### config.mk
export PLATFORM = sky130hd
export DESIGN_NAME = cdb_arbiter
export DESIGN_NICKNAME = d
export VERILOG_FILES = /design/src/rtl/cdb_arbiter.sv
export SDC_FILE = /design/constraint.sdc
export NUM_CORES = 1
export LEC_CHECK = 0
export CAP_MARGIN = 10
export CELL_PAD_IN_SITES_DETAIL_PLACEMENT = 0
export CELL_PAD_IN_SITES_GLOBAL_PLACEMENT = 1
export CORE_ASPECT_RATIO = 0.75
export CORE_MARGIN = 2
export CORE_UTILIZATION = 48
export CTS_CLUSTER_DIAMETER = 50
export DETAILED_ROUTE_END_ITERATION = 16
export GPL_ROUTABILITY_DRIVEN = 0
export PLACE_DENSITY_LB_ADDON = 0.25
export SKIP_LAST_GASP = 1
export SLEW_MARGIN = 10
export SYNTH_ARGS = -nofsm -noshare
export SYNTH_HDL_FRONTEND = slang
export SYNTH_SLANG_ARGS = --single-unit
### constraint.sdc
create_clock -name clk -period 8.5 [get_ports clk]
set_input_delay 0.85 -clock clk [delete_from_list [all_inputs] [get_ports clk]]
set_output_delay 0.85 -clock clk [all_outputs]
set_load 0.01 [all_outputs]
### src/rtl/cdb_arbiter.sv
// Writeback arbiter: three per-producer result FIFOs drained round-robin onto
// a single registered (num, value) broadcast bus. Tag 0 means "no result".
module cdb_arbiter #(
    parameter int unsigned DEPTH  = 2,
    parameter int unsigned TAG_W  = 3,
    parameter int unsigned DATA_W = 32
) (
    input  logic              clk,
    input  logic              rst,
    input  logic              flush,

    input  logic              req0_valid,
    input  logic [TAG_W-1:0]  req0_tag,
    input  logic [DATA_W-1:0] req0_value,
    output logic              req0_ready,

    input  logic              req1_valid,
    input  logic [TAG_W-1:0]  req1_tag,
    input  logic [DATA_W-1:0] req1_value,
    output logic              req1_ready,

    input  logic              req2_valid,
    input  logic [TAG_W-1:0]  req2_tag,
    input  logic [DATA_W-1:0] req2_value,
    output logic              req2_ready,

    output logic [TAG_W-1:0]  cdb_num,
    output logic [DATA_W-1:0] cdb_value,
    output logic [3:0]        pending
);

    localparam int unsigned NP    = 3;
    localparam int unsigned PTR_W = $clog2(DEPTH);
    localparam int unsigned CNT_W = $clog2(DEPTH + 1);

    logic [TAG_W-1:0]  tag_mem_q [NP][DEPTH];
    logic [DATA_W-1:0] val_mem_q [NP][DEPTH];
    logic [PTR_W-1:0]  wr_ptr_q  [NP];
    logic [PTR_W-1:0]  rd_ptr_q  [NP];
    logic [CNT_W-1:0]  count_q   [NP];
    logic [CNT_W-1:0]  count_d   [NP];

    logic [1:0]        rr_ptr_q, rr_ptr_d;
    logic [TAG_W-1:0]  cdb_num_q, cdb_num_d;
    logic [DATA_W-1:0] cdb_value_q, cdb_value_d;
    logic [3:0]        pending_q, pending_d;

    logic              in_valid [NP];
    logic [TAG_W-1:0]  in_tag   [NP];
    logic [DATA_W-1:0] in_value [NP];
    logic              ready    [NP];
    logic              push     [NP];
    logic              pop      [NP];

    logic              grant_valid;
    logic [1:0]        grant_idx;
    logic [2:0]        cand_sum;
    logic [1:0]        cand;

    always_comb begin
        in_valid[0] = req0_valid;
        in_tag[0]   = req0_tag;
        in_value[0] = req0_value;
        in_valid[1] = req1_valid;
        in_tag[1]   = req1_tag;
        in_value[1] = req1_value;
        in_valid[2] = req2_valid;
        in_tag[2]   = req2_tag;
        in_value[2] = req2_value;
    end

    // Readiness looks only at the registered count; a same-cycle pop does not free a slot.
    always_comb begin
        for (int unsigned i = 0; i < NP; i++) begin
            ready[i] = (count_q[i] < CNT_W'(DEPTH)) && !flush && !rst;
            push[i]  = in_valid[i] && ready[i] && (in_tag[i] != '0);
        end
    end

    assign req0_ready = ready[0];
    assign req1_ready = ready[1];
    assign req2_ready = ready[2];

    // Round-robin search starting at rr_ptr_q, modulo 3.
    always_comb begin
        grant_valid = 1'b0;
        grant_idx   = '0;
        cand_sum    = '0;
        cand        = '0;
        for (int unsigned k = 0; k < NP; k++) begin
            cand_sum = {1'b0, rr_ptr_q} + 3'(k);
            cand     = (cand_sum >= 3'd3) ? 2'(cand_sum - 3'd3) : cand_sum[1:0];
            if (!grant_valid && (count_q[cand] != '0)) begin
                grant_valid = 1'b1;
                grant_idx   = cand;
            end
        end
    end

    always_comb begin
        pending_d   = '0;
        cdb_num_d   = '0;
        cdb_value_d = '0;
        rr_ptr_d    = rr_ptr_q;
        for (int unsigned i = 0; i < NP; i++) begin
            pop[i]     = grant_valid && (grant_idx == 2'(i));
            count_d[i] = count_q[i] + CNT_W'(push[i]) - CNT_W'(pop[i]);
            pending_d  = pending_d + 4'(count_d[i]);
        end
        if (grant_valid) begin
            cdb_num_d   = tag_mem_q[grant_idx][rd_ptr_q[grant_idx]];
            cdb_value_d = val_mem_q[grant_idx][rd_ptr_q[grant_idx]];
            rr_ptr_d    = (grant_idx == 2'd2) ? 2'd0 : grant_idx + 2'd1;
        end
    end

    // Storage needs no reset: push is held off during rst/flush and occupancy lives in count_q.
    always_ff @(posedge clk) begin
        for (int unsigned i = 0; i < NP; i++) begin
            if (push[i]) begin
                tag_mem_q[i][wr_ptr_q[i]] <= in_tag[i];
                val_mem_q[i][wr_ptr_q[i]] <= in_value[i];
            end
        end
    end

    always_ff @(posedge clk) begin
        if (rst || flush) begin
            for (int unsigned i = 0; i < NP; i++) begin
                wr_ptr_q[i] <= '0;
                rd_ptr_q[i] <= '0;
                count_q[i]  <= '0;
            end
            rr_ptr_q    <= '0;
            cdb_num_q   <= '0;
            cdb_value_q <= '0;
            pending_q   <= '0;
        end else begin
            for (int unsigned i = 0; i < NP; i++) begin
                if (push[i]) begin
                    wr_ptr_q[i] <= wr_ptr_q[i] + 1'b1;
                end
                if (pop[i]) begin
                    rd_ptr_q[i] <= rd_ptr_q[i] + 1'b1;
                end
                count_q[i] <= count_d[i];
            end
            rr_ptr_q    <= rr_ptr_d;
            cdb_num_q   <= cdb_num_d;
            cdb_value_q <= cdb_value_d;
            pending_q   <= pending_d;
        end
    end

    assign cdb_num   = cdb_num_q;
    assign cdb_value = cdb_value_q;
    assign pending   = pending_q;

endmodule

==> results of run 1 <==
## worst min-delay path, cell delays in order (launching register included)
cell and delay (ns):
dfxtp_1 0.34, nand2_1 0.08, a21oi_1 0.06
## through the flow
| step | util | hold slack (ns) | setup slack [ns] | area, sq um | cells |
|---|---|---|---|---|---|
| floorplan | - | 0.470 | 4.06 | 10400 | 774 |
| global placement | 0.575 | 0.492 | 4.20 | 12200 | 1173 |
| detailed placement | 0.575 | 0.508 | 4.02 | 12200 | 1173 |
| CTS | 0.615 | 0.515 | 3.98 | 13100 | 1222 |
| global route | 0.615 | 0.540 | 3.72 | 13100 | 1223 |
| finish | 0.615 | 0.525 | 3.91 | 13100 | 1223 |
## layer usage
layer,track usage,part of all wire
met5,0,0
met4,0.0532,0.015
met3,0.0330,0.059
met2,0.367,0.49
met1,0.280,0.43
## how the worst max path moves through the flow
stage                           start         end  slack, ns  cells past startpoint
final                     rr_ptr_q[0]  pending[2]       3.91                     16
after global routing      rr_ptr_q[0]  pending[2]       3.72                     17
after CTS                 rr_ptr_q[0]  pending[2]       3.98                     16
after detailed placement  rr_ptr_q[0]  pending[2]       4.02                     16
after global placement    rr_ptr_q[0]  pending[2]       4.20                     17
after floorplan           rr_ptr_q[0]  pending[2]       4.06                     20
## Yosys cell counts (9+ instances only)
cell type and number:
a21oi_1 36, or4_1 35, clkbuf_1 33, nand2_1 9
edfxtp_1 216, o31ai_1 37, mux2_2 34, nor2_1 89
inv_1 48, ha_1 12, and2_1 15, o21ai_0 108
dfxtp_1 47, buf_2 11
## power groups by stage
stage               clock network (mW)  logic [mW]  registers, mW
floorplan                            0        1.05           1.63
global placement                     0        1.50           1.61
detailed placement                   0        1.56           1.61
CTS                               1.15        1.58           1.59
global route                      1.20        1.73           1.60
finish                            1.13        1.56           1.59
## cell families after synthesis
family                   count (synthesis)  share of synthesized area
AND/OR/NAND/NOR                        166                     0.0814
AO/OA/AOI/OAI                          191                      0.105
adder cells (fa/ha/maj)                 14                     0.0183
XOR/XNOR                                 6                    0.00504
multiplexers                            35                     0.0381
buffers and inverters                   99                     0.0391
flip-flops                             263                      0.713
## flip-flops by register name (all words and copies together), names as in the netlist
signal	count
rd_ptr_q	3
count_q	6
rr_ptr_q	2
cdb_value	32
pending	4
val_mem_q	192
tag_mem_q	18
cdb_num	3
wr_ptr_q	3
## area by class of cell
type,count,share of cell area
multi-input combinational,412,0.202
timing repair buffer,162,0.122
inverter,48,0.0138
clock inverter,10,0.00689
sequential,263,0.568
tap,288,0.0276
antenna,1,0.000191
clock buffer,39,0.0590
==> results.sh, run 1 <==
export IMPL_post_cts_buffers=0
export IMPL_ys_seq_area_frac=0.713
export IMPL_pwr_density_cell_mw_per_mm2=327
export IMPL_grt_use_total=0.212
export IMPL_synth_seq_cells=263
export IMPL_grt_max_degree=105
export IMPL_initial_core_util=0.491
export IMPL_ys_flop_type="edfxtp_1"
export IMPL_hp_class="flop to flop"
export IMPL_cp_required_ns=8.92
export IMPL_ys_async_sr_fraction=0
export IMPL_reg2reg_depth=16
export IMPL_vias=6745
export IMPL_setup_tns_final_ns=0
export IMPL_wl_microns=24600
export IMPL_rows=46
export IMPL_p_leak_nw=4.49
export IMPL_drc=0
export IMPL_fin_nets=1039
export IMPL_pin_count=153
export IMPL_cp_max_fo=25
export IMPL_hold_end="rr_ptr_q[0]"
export IMPL_avgViaCountPerCell=5.52
export IMPL_p_total_mw=4.28
export IMPL_p_clk_frac=0.264
export IMPL_core_sq_mm=0.0212
export IMPL_finalSetupViolCount=0
export IMPL_internal_power_mw=2.85
export IMPL_slew_headroom=0.247
export IMPL_io_buffers=152
export IMPL_p_sw_mw=1.43
export IMPL_netlist_instances=774
export IMPL_synth_net_count=899
export IMPL_status="finished, final reports clean"
export IMPL_grt_pass1_wl_microns=37500
export IMPL_ir_drop_mv=0.249
export IMPL_end_kind="flop"
export IMPL_first_iter_violations=595
export IMPL_synth_edf_count=216
export IMPL_cp_cell_sequence="inv_1, ha_1, or4b_1, a221o_1, nor3_1, o21bai_4, nor2_1, ha_1, inv_1, ha_1, xnor2_1, xnor2_1, fa_1, ha_1, ha_1, and2_1"
export IMPL_synth_top_area_share=0.622
export IMPL_final_cell_mix="edfxtp_1 (216), clkdlybuf4s50_1 (152), o21ai_0 (108)"
export IMPL_hpwl_microns=14900
export IMPL_final_common_cell="edfxtp_1"
export IMPL_r2r_setup_slack_ns=3.91
export IMPL_maxSlewViolCount=0
export IMPL_dieArea_sq_mm=0.0229
export IMPL_drt_pass1_iterations=5
export IMPL_hold_viol_final=0
export IMPL_ant_nets=0
export IMPL_htree_levels=1
export IMPL_yosys_top_cells_area="edfxtp_1 (62%), dfxtp_1 (9.0%), o21ai_0 (5.2%), mux2_2 (3.7%), nor2_1 (3.2%)"
export IMPL_seq_area_sq_mm=0.00743
export IMPL_netlist_cell_type_count=37
export IMPL_path_buf_inv=2
export IMPL_r2r_start="rr_ptr_q[0]"
export IMPL_cts_buffers=27
export IMPL_finalCritPeriodShare=0.540
export IMPL_crit_path_start_kind="flop"
export IMPL_syn_cell_area_sq_mm=0.0104
export IMPL_fmax_mhz=218
export IMPL_path_common_cell="ha_1"
export IMPL_maxCapViolations=0
export IMPL_postCtsHoldBufs=0
export IMPL_cts_root_buf="clkbuf_16"
export IMPL_hold_start="rr_ptr_q[0]"
export IMPL_hold_depth=2
export IMPL_die_w_microns=174
export IMPL_synth_area_per_cell_sq_um=13.5
export IMPL_crit_slowest_cell="or4b_1"
export IMPL_layout_min_cycle_time_ns=4.59
export IMPL_clock_latency_ns=0.52
export IMPL_drive_gt1_frac=0.107
export IMPL_arrival_ns=5.01
export IMPL_fillers=1547
export IMPL_r2r_end="pending[2]"
export IMPL_cts_tree="done"
export IMPL_multi_input_area_sq_mm=0.00264
export IMPL_cts_sinks=263
export IMPL_yosys_warnings=0
export IMPL_fp_dieH_microns=132
export IMPL_cts_resized=0
export IMPL_syn_to_final_growth_pct=25.4
export IMPL_synth_top_cell_by_area="edfxtp_1"
export IMPL_cpPeakStageDelay_ns=0.52
export IMPL_cts_clk_slew_worst_paths_ns=0.07
export IMPL_crit_type="flop to flop"
export IMPL_grt_pass1_vias=6847
export IMPL_rsz0062_at_grt="no"
export IMPL_combPwrFrac=0.365
export IMPL_p_sw_frac=0.334
export IMPL_overflow=0
export IMPL_power_frac_seq=0.371
export IMPL_wl_per_cell_microns=20.1
export IMPL_clock_path_buffers=3
export IMPL_fin_skew_ns=0.0153
export IMPL_antenna_found_initial=1
export IMPL_worst_slew_pin_transition_ns=1.13
export IMPL_critPathTopFamily="adder cells"
No activity file was read; power rests on OpenSTA's default activity.
==> inputs of run 2 (changes only) <==
--- a/config.mk
+++ b/config.mk
@@ -10,7 +10,7 @@
 export CELL_PAD_IN_SITES_GLOBAL_PLACEMENT = 1
 export CORE_ASPECT_RATIO = 0.75
 export CORE_MARGIN = 2
-export CORE_UTILIZATION = 48
+export CORE_UTILIZATION = 40
 export CTS_CLUSTER_DIAMETER = 50
 export DETAILED_ROUTE_END_ITERATION = 16
 export GPL_ROUTABILITY_DRIVEN = 0
==> constraint.sdc (replaced) <==
create_clock -name clk -period 3.8 [get_ports clk]
set_input_delay 0.38 -clock clk [delete_from_list [all_inputs] [get_ports clk]]
set_output_delay 0.38 -clock clk [all_outputs]
set_load 0.01 [all_outputs]
==> run 2 against run 1 <==
  * Highest routed layer is now met5
  * Register-to-register slack got worse by 3.9 ns
  * Largest cell class unchanged
  * First-iteration DRC count decreased by 28%
  * Sequential power increased by 120%
==> results.sh, run 2 (same netlist as run 1, synthesis figures left out) <==
export IMPL_drive_gt1_frac=0.178
export IMPL_io_buffers=152
export IMPL_hp_class="input pin to flop"
export IMPL_htree_levels=1
export IMPL_grt_pass1_vias=6553
export IMPL_placed_cells=1253
export IMPL_ir_drop_mv=0.456
export IMPL_finalSetupViolCount=0
export IMPL_rows=51
export IMPL_drt_pass1_iterations=5
export IMPL_path_common_cell="ha_4"
export IMPL_finalCritPeriodShare=0.996
export IMPL_p_leak_nw=4.76
export IMPL_cts_root_buf="clkbuf_16"
export IMPL_die_w_microns=190
export IMPL_wl_per_cell_microns=19.8
export IMPL_internal_power_mw=7.25
export IMPL_initial_core_util=0.404
export IMPL_diodes=0
export IMPL_power_frac_seq=0.326
export IMPL_pwr_density_cell_mw_per_mm2=787
export IMPL_path_buf_inv=2
export IMPL_route_met2_wl_microns=11800
export IMPL_cts_sinks=263
export IMPL_cp_max_fo=4
export IMPL_ant_nets=0
export IMPL_end_kind="flop"
export IMPL_met3_length_microns=1540
export IMPL_final_cell_mix="edfxtp_1 (216), clkdlybuf4s50_1 (152), o21ai_0 (108)"
export IMPL_avgViaCountPerCell=5.14
export IMPL_vias=6752
export IMPL_dieArea_sq_mm=0.0274
export IMPL_crit_type="flop to flop"
export IMPL_holdWs_ns=0.425
export IMPL_antenna_found_initial=2
export IMPL_clock_latency_ns=0.54
export IMPL_grt_use_total=0.188
export IMPL_cts_clk_slew_worst_paths_ns=0.07
export IMPL_p_sw_mw=3.62
export IMPL_fin_nets=1072
export IMPL_layout_min_cycle_time_ns=3.79
export IMPL_final_common_cell="edfxtp_1"
export IMPL_rsz0062_at_grt="yes"
export IMPL_highest_layer="met5"
export IMPL_final_area_sq_mm=0.0138
export IMPL_cp_cell_sequence="inv_2, ha_4, or4b_4, a221o_1, nor3_2, o21bai_4, and2_4, ha_4, inv_2, ha_4, xnor2_2, xnor2_2, fa_1, ha_4, ha_4, and2_1"
export IMPL_grt_max_degree=66
export IMPL_cts_buffers=29
export IMPL_fin_cells=1314
export IMPL_clock_path_buffers=3
export IMPL_crit_path_start_kind="flop"
export IMPL_maxCapViolations=0
export IMPL_crit_slowest_cell="fa_1"
export IMPL_first_iter_violations=426
export IMPL_fp_dieH_microns=144
export IMPL_drt_met1_wl_microns=12300
export IMPL_fin_skew_ns=0.0106
export IMPL_p_clk_frac=0.267
export IMPL_wl_microns=26100
export IMPL_p_sw_frac=0.333
export IMPL_combPwrFrac=0.407
export IMPL_cpPeakStageDelay_ns=0.51
export IMPL_syn_to_final_growth_pct=32.6
export IMPL_critPathTopFamily="adder cells"
export IMPL_slew_headroom=0.484
export IMPL_overflow=0
export IMPL_pin_count=153
export IMPL_p_total_mw=10.9
export IMPL_cp_required_ns=4.23
export IMPL_arrival_ns=4.21
export IMPL_status="finished, final reports clean"
export IMPL_fmax_mhz=264
export IMPL_core_sq_mm=0.0258
export IMPL_worst_slew_pin_transition_ns=0.774
export IMPL_grt_pass1_wl_microns=38900
export IMPL_hold_viol_final=0
export IMPL_drc=0
export IMPL_post_dp_cell_area_sq_mm=0.0126
export IMPL_largest_register_ffs=192
export IMPL_maxSlewViolCount=0
export IMPL_hpwl_microns=15200
export IMPL_cts_tree="done"
## run 2: per-layer routing
layer | vias to the layer above | global-route usage
met1 | 3313 | 0.269
met2 | 202 | 0.304
met4 | 2 | 0.0322
met5 | - | 0
li1 | 3208 | -
met3 | 27 | 0.0342
## run 2: path summary, 6_finish.rpt
kind                      start               to  slack, ns  cells past startpoint
setup / recovery    rr_ptr_q[0]       pending[2]       0.01                     16
hold / removal    req1_value[3]  val_mem_q[1][3]       0.43                      1
setup reg to reg    rr_ptr_q[0]       pending[2]       0.01                     16
hold reg to reg     rd_ptr_q[2]      rd_ptr_q[2]       0.59                      1
## run 2: power by group through the flow
stage               clock, mW  combinational, mW  sequential, mW
global placement            0               3.74            3.61
detailed placement          0               3.77            3.60
floorplan                   0               2.44            3.64
CTS                      2.96               3.91            3.55
finish                   2.91               4.42            3.54
global route             3.09               4.89            3.57
## run 2: final cells by class
type,instances,area (sq um)
clock inverters,24,274
clock buffers,30,729
fillers,2157,12000
repair buffers,192,1890
flip-flops and latches,263,7430
inverters,48,183
multi-input cells,413,2880
well taps,344,430
## run 2: through the flow
step,TNS [ns],util,setup WS [ns]
2_1_floorplan,-1.09,-,-0.446
3_3_place_gp,-0.0714,0.487,-0.0714
3_5_place_dp,-0.179,0.487,-0.137
4_1_cts,0,0.529,0.0148
5_1_grt,-0.335,0.536,-0.143
6_report,0,0.536,0.0142
## run 2: what timing repair did
| action | CTS | global route |
|---|---|---|
| hold buffers | 0 | 0 |
| gates cloned | 0 | 1 |
| endpoints found under the setup margin | 3 | 38 |
| gates resized for setup | 10 | 28 |
| pin swaps | 9 | 16 |
| setup buffers | 3 | 3 |
==> inputs of run 3 (changes only) <==
--- a/config.mk
+++ b/config.mk
@@ -13,7 +13,7 @@
 export CORE_UTILIZATION = 40
 export CTS_CLUSTER_DIAMETER = 50
 export DETAILED_ROUTE_END_ITERATION = 16
-export GPL_ROUTABILITY_DRIVEN = 0
+export GPL_ROUTABILITY_DRIVEN = 1
 export PLACE_DENSITY_LB_ADDON = 0.25
 export SKIP_LAST_GASP = 1
 export SLEW_MARGIN = 10
==> results of run 3 <==
No change in the layout: final DEF, timing and power equal those of run 2.
